<file path="config.mk">
export PLATFORM = sky130hd
export DESIGN_NAME = mem_lsu
export DESIGN_NICKNAME = d
export VERILOG_FILES = /design/src/rtl/mem_lsu.sv
export SDC_FILE = /design/constraint.sdc
export NUM_CORES = 1
export LEC_CHECK = 0
export ABC_AREA = 1
export CELL_PAD_IN_SITES_DETAIL_PLACEMENT = 1
export CELL_PAD_IN_SITES_GLOBAL_PLACEMENT = 1
export CORE_ASPECT_RATIO = 1.25
export CORE_UTILIZATION = 45
export CTS_BUF_LIST = sky130_fd_sc_hd__clkbuf_16
export DETAILED_ROUTE_END_ITERATION = 8
export DONT_BUFFER_PORTS = 1
export GPL_ROUTABILITY_DRIVEN = 1
export PLACE_DENSITY = 0.87
export SYNTH_ARGS = -nofsm -noshare
export SYNTH_HDL_FRONTEND = slang
export SYNTH_SLANG_ARGS = --single-unit
export TNS_END_PERCENT = 10
</file>
<file path="constraint.sdc">
create_clock -name clk -period 3.8 [get_ports clk]
set_input_delay 0.19 -clock clk [delete_from_list [all_inputs] [get_ports clk]]
set_output_delay 0.19 -clock clk [all_outputs]
set_load 0.01 [all_outputs]
</file>
<file path="src/rtl/mem_lsu.sv">
// MEM-stage load/store unit: splits loads/stores into BUS_BYTES-wide beats towards the memory
// controller and presents the sign/zero-extended result (or the ALU pass-through) to write-back.
module mem_lsu #(
  parameter int XLEN      = 32,
  parameter int BUS_BYTES = 1
) (
  input  logic                   clk,
  input  logic                   rst,
  input  logic                   load_en_i,
  input  logic                   store_en_i,
  input  logic [2:0]             funct3_i,
  input  logic [XLEN-1:0]        addr_i,
  input  logic [XLEN-1:0]        data_i,
  input  logic [4:0]             rd_addr_i,
  input  logic                   rd_we_i,
  output logic                   stall_req_o,
  output logic                   mem_req_o,
  output logic                   mem_wr_o,
  output logic [XLEN-1:0]        mem_addr_o,
  output logic [BUS_BYTES-1:0]   mem_be_o,
  output logic [8*BUS_BYTES-1:0] mem_wdata_o,
  input  logic [8*BUS_BYTES-1:0] mem_rdata_i,
  input  logic                   mem_ack_i,
  output logic [XLEN-1:0]        rd_data_o,
  output logic [4:0]             rd_addr_o,
  output logic                   rd_we_o
);

  localparam logic [3:0] BB = 4'(BUS_BYTES);

  typedef enum logic [1:0] {IDLE, ACCESS, DONE} state_e;

  state_e            state_q, state_d;
  logic [2:0]        k_q, k_d;
  logic [2:0]        last_q;
  logic              is_load_q;
  logic [2:0]        funct3_q;
  logic [XLEN-1:0]   addr_q;
  logic [XLEN-1:0]   wdata_q;
  logic [3:0]        size_q;
  logic [XLEN-1:0]   buf_q, buf_d;

  logic              capture;
  logic              in_access;
  logic [3:0]        size_in;
  logic [3:0]        off_in;
  logic [2:0]        last_in;
  logic [3:0]        off_q;
  logic [3:0]        kbase;
  logic [XLEN-1:0]   base_q;
  logic [BUS_BYTES-1:0]   lane_en;
  logic [8*BUS_BYTES-1:0] lane_wdata;

  // Loads decode LBU/LHU through funct3[1:0]; stores only recognise SB/SH exactly.
  always_comb begin
    size_in = 4'd4;
    if (load_en_i) begin
      case (funct3_i[1:0])
        2'b00:   size_in = 4'd1;
        2'b01:   size_in = 4'd2;
        default: size_in = 4'd4;
      endcase
    end else begin
      case (funct3_i)
        3'b000:  size_in = 4'd1;
        3'b001:  size_in = 4'd2;
        default: size_in = 4'd4;
      endcase
    end
    off_in  = {2'b00, addr_i[1:0]} & (BB - 4'd1);
    last_in = 3'((off_in + size_in - 4'd1) / BB);
  end

  assign capture   = (state_q == IDLE) && (load_en_i || store_en_i);
  assign in_access = (state_q == ACCESS);
  assign off_q     = {2'b00, addr_q[1:0]} & (BB - 4'd1);
  assign kbase     = {1'b0, k_q} * BB;
  assign base_q    = addr_q & ~(XLEN'(BUS_BYTES - 1));

  always_comb begin
    state_d     = state_q;
    k_d         = k_q;
    stall_req_o = 1'b0;
    case (state_q)
      IDLE: begin
        if (load_en_i || store_en_i) begin
          stall_req_o = 1'b1;
          state_d     = ACCESS;
        end
      end
      ACCESS: begin
        stall_req_o = 1'b1;
        if (mem_ack_i) begin
          k_d = k_q + 3'd1;
          if (k_q == last_q) state_d = DONE;
        end
      end
      DONE:    state_d = IDLE;
      default: state_d = IDLE;
    endcase
  end

  // Lane l of beat k carries access byte rel = k*BUS_BYTES + l - off.
  always_comb begin : lane_map
    logic [3:0] pos;
    logic [1:0] rel;
    lane_en    = '0;
    lane_wdata = '0;
    buf_d      = buf_q;
    pos        = '0;
    rel        = '0;
    for (int l = 0; l < BUS_BYTES; l++) begin
      pos        = kbase + 4'(l);
      rel        = 2'(pos - off_q);
      lane_en[l] = (pos >= off_q) && (pos < off_q + size_q);
      if (lane_en[l]) begin
        lane_wdata[8*l +: 8] = wdata_q[{rel, 3'b000} +: 8];
        if (in_access && mem_ack_i && is_load_q)
          buf_d[{rel, 3'b000} +: 8] = mem_rdata_i[8*l +: 8];
      end
    end
  end

  always_ff @(posedge clk or posedge rst) begin
    if (rst) begin
      state_q   <= IDLE;
      k_q       <= '0;
      last_q    <= '0;
      is_load_q <= 1'b0;
      funct3_q  <= '0;
      addr_q    <= '0;
      wdata_q   <= '0;
      size_q    <= '0;
      buf_q     <= '0;
    end else begin
      state_q <= state_d;
      k_q     <= k_d;
      buf_q   <= buf_d;
      if (capture) begin
        is_load_q <= load_en_i;
        funct3_q  <= funct3_i;
        addr_q    <= addr_i;
        wdata_q   <= data_i;
        size_q    <= size_in;
        last_q    <= last_in;
        k_q       <= '0;
        buf_q     <= '0;
      end
    end
  end

  assign mem_req_o   = in_access;
  assign mem_wr_o    = in_access && !is_load_q;
  assign mem_addr_o  = in_access ? base_q + XLEN'(kbase) : '0;
  assign mem_be_o    = in_access ? lane_en : '0;
  assign mem_wdata_o = (in_access && !is_load_q) ? lane_wdata : '0;

  always_comb begin
    rd_data_o = data_i;
    if (state_q == DONE && is_load_q) begin
      case (funct3_q)
        3'b000:  rd_data_o = {{(XLEN-8){buf_q[7]}}, buf_q[7:0]};
        3'b001:  rd_data_o = {{(XLEN-16){buf_q[15]}}, buf_q[15:0]};
        3'b100:  rd_data_o = {{(XLEN-8){1'b0}}, buf_q[7:0]};
        3'b101:  rd_data_o = {{(XLEN-16){1'b0}}, buf_q[15:0]};
        default: rd_data_o = buf_q;
      endcase
    end
  end

  assign rd_addr_o = rd_addr_i;
  assign rd_we_o   = rd_we_i;

endmodule

</file>
==> impl_metrics.yaml <==
critical_path:
  start_kind: "flip-flop"
  worstRegToRegCells: 7
  critPathKind: "reg2out"
  r2r_start: "k_q[0]$_DFFE_PP0P_"
  critical-path-slowest-cell: "dfrtp_1"
  path_max_fanout: 10
  crit_required_ps: 3610
  arrival_ps: 2640
  crit_chain: "inv_1 -> fa_1 -> inv_1 -> nand2_1 -> nand2_1 -> nand2_1 -> nor2_2 -> nand3_1 -> nand2_1 -> nand2_1 -> nor2_1"
  crit_top_cell: "nand2_1"
  startpoint: "k_q[1]$_DFFE_PP0P_"
  critPathCaptureType: "primary output"
  max_stage_delay_ps: 460
place:
  io_buffers: 0
  gp_congestion: 0.925
  place_inst: 1096
  hpwlAfterDp_mm: 16.1
timing:
  setup_viol: 0
  period_minus_slack_ps: 2830
  finalMaxSlewViolations: 0
  max_slew_margin_pct: 40.2
  rsz0062_at_grt: "false"
  finClkSkew_ps: 11.5
  min_period_over_period_pct: 74.3
  setup_tns_ps: 0
  finalHoldViolCount: 0
  worst_pin_slew_ps: 898
  max_freq_ghz: 0.354
route:
  ant_nets: 0
  route.vias.total: 6502
  drt_pass1_iterations: 7
  drt_first_iter_violations: 395
  drc: 24
  via_per_inst: 5.61
  routed_wl_mm: 21.9
  drt-wirelength-per-cell_um: 18.9
clock_tree:
  cts_made_buffers: 9
  tritoncts: "done"
  clk_latency_ps: 360
  post_cts.repair.setup_buffers: 0
  cts_max_level: 3
  cts.path.max_buffers: 2
  clock-sinks: 111
  cts_root_buf: "clkbuf_16"
  clkTransAtPathRegs_ps: 80
synth:
  yosysWarnings: 0
  avgSynthCellArea_um2: 7.05
  synth_flop_cell: "dfrtp_1"
  yosysTopAreaCell: "dfrtp_1"
  synth.most_common_cell: "nand2_1"
  synth_edf_count: 0
  synth.top_cell.area_share_pct: 41.3
  synth_common_cells: "307 x nand2_1, 111 x dfrtp_1, 103 x nor2_1"
  synth_area_um2: 6730
  syn_inst: 955
  synth_cell_types: 39
  seq_area_frac_synth_pct: 41.3
  ys_ff_latch: 111
  syn_nets: 1053
  synth_area_leaders: "dfrtp_1 41%, nand2_1 17%, o21ai_0 6.1%"
  synthArstFlopShare_pct: 100
worst_hold_path:
  hp-class: "in2reg"
  hold_depth: 2
  hp-start: "data_i[9]"
finish:
  final_layout_size_suffix_gt1_share_pct: 5.10
  antenna_cells: 0
  multi_input_area_um2: 3320
  area_delta_synth_final_pct: 12.1
  nets: 1074
  final_cells: 1159
  post-route-util_pct: 52.1
  ff_latch_area_um2: 2780
  fillers: 1864
die:
  core_area_um2: 14500
  io_pins: 168
  start_util_pct: 46.5
  placementRows: 49
  die_w_um: 111
  die_height_um: 139
  die_area_um2: 15500
global_routing:
  grt_pass1_vias: 6800
  antenna_found_initial: 0
  grt_max_degree: 97
  track_usage_pct: 29.5
  grt_first_pass_wirelength_mm: 35.4
  grt_overflow: 0
power:
  ir_worst_vdd_v: 0.000298
  p_leak_nw: 3.69
  power.density_nw_per_um2: 739
job:
  cap_violations: 0
outcome:
  outcome: "finished with violations"
  violations: "DRC"
-- worst max-delay path: cells and delay by family, from the launching register on --
family | cells | cell delay, ps
flip-flops | 1 | 460
buffers and inverters | 2 | 230
adder cells (fa/ha/maj) | 1 | 420
AND/OR/NAND/NOR | 8 | 1160
-- cells in the final DEF, fill, tap and decap left out, types with 2 or more instances in the layout --
| cell type | count |
|---|---|
| a21oi_1 | 36 |
| nor2_1 | 103 |
| inv_1 | 98 |
| dlygate4sd3_1 | 47 |
| inv_2 | 4 |
| ha_1 | 11 |
| nand4_1 | 10 |
| nor2_4 | 2 |
| buf_4 | 8 |
| o21ai_0 | 82 |
| nand4_4 | 3 |
| clkinvlp_4 | 2 |
| nand3_2 | 2 |
| a21oi_4 | 2 |
| nand2_1 | 307 |
| a22oi_1 | 15 |
| xor2_1 | 2 |
| dfrtp_1 | 111 |
| nor3_1 | 21 |
| nand2_4 | 4 |
| a32o_1 | 8 |
| nand3_1 | 67 |
| inv_8 | 3 |
| clkinv_2 | 2 |
| clkinv_1 | 3 |
| clkbuf_16 | 9 |
| o21a_1 | 2 |
| a22oi_2 | 2 |
-- final cells by class --
class                      instances  share of cell area (%)
clock inverter                     7                   0.829
sequential                       111                    36.8
clock buffer                       9                    2.99
multi-input combinational        692                    44.0
timing repair buffer              55                    7.03
inverter                         107                    5.37
tap                              178                    2.95
-- repair_timing --
action | CTS | global route
hold buffers | 46 | 1
endpoints found under the hold margin | 102 | 1
resized for setup | 0 | 0
-- sequential cells by signal, indices dropped and copies added (netlist names) --
register / flops
addr_q: 32
buf_q: 32
funct3_q: 3
is_load_q: 1
k_q: 3
last_q: 3
size_q: 3
state_q: 2
wdata_q: 32
-- power breakdown --
group / internal, mW / switching, mW
sequential: 1.64 / 0.394
combinational: 0.730 / 1.86
clock: 0.461 / 0.490
total: 2.83 / 2.75
-- per-stage QoR --
step	cell area (µm²)	total power, mW	hold WS, ps	setup slack [ps]
after floorplan	6730	3.92	307	679
after global placement	6790	4.48	240	1470
after detailed placement	6790	4.58	253	1380
after CTS	7530	5.59	0.118	974
after global routing	7540	6.01	9.83	797
final	7540	5.57	8.35	975
-- kinds of logic after synthesis --
group	after synthesis	share of synthesized area, %
and+or+nand+nor	525	33.3
adders and majority gates	12	2.34
xor gates and xnor gates	3	0.390
AOI/OAI and AO/OA	152	13.2
DFF	111	41.3
buffers and inverters	152	9.50
-- final timing paths --
path	to	slack [ps]
hold / removal	wdata_q[9]$_DFFE_PP0N_	8
setup reg to reg	buf_q[17]$_DFFE_PP0P_	1440
min in group asynchronous	k_q[2]$_DFFE_PP0P_	460
hold reg to reg	addr_q[2]$_DFFE_PP0N_	480
setup / recovery	mem_addr_o[26]	970
max in group asynchronous	funct3_q[1]$_DFFE_PP0N_	2480
-- layer usage --
metal | wire (µm) | share of wire, % | GRT usage, % | up-vias
met5 | 0 | 0 | 0 | -
met3 | 1110 | 5.1 | 4.68 | 43
met1 | 8720 | 40 | 34.0 | 3169
met2 | 11300 | 52 | 54.0 | 186
met4 | 724 | 3.3 | 12.0 | 0
li1 | - | - | - | 3104
No activity file was read; power rests on OpenSTA's default activity.
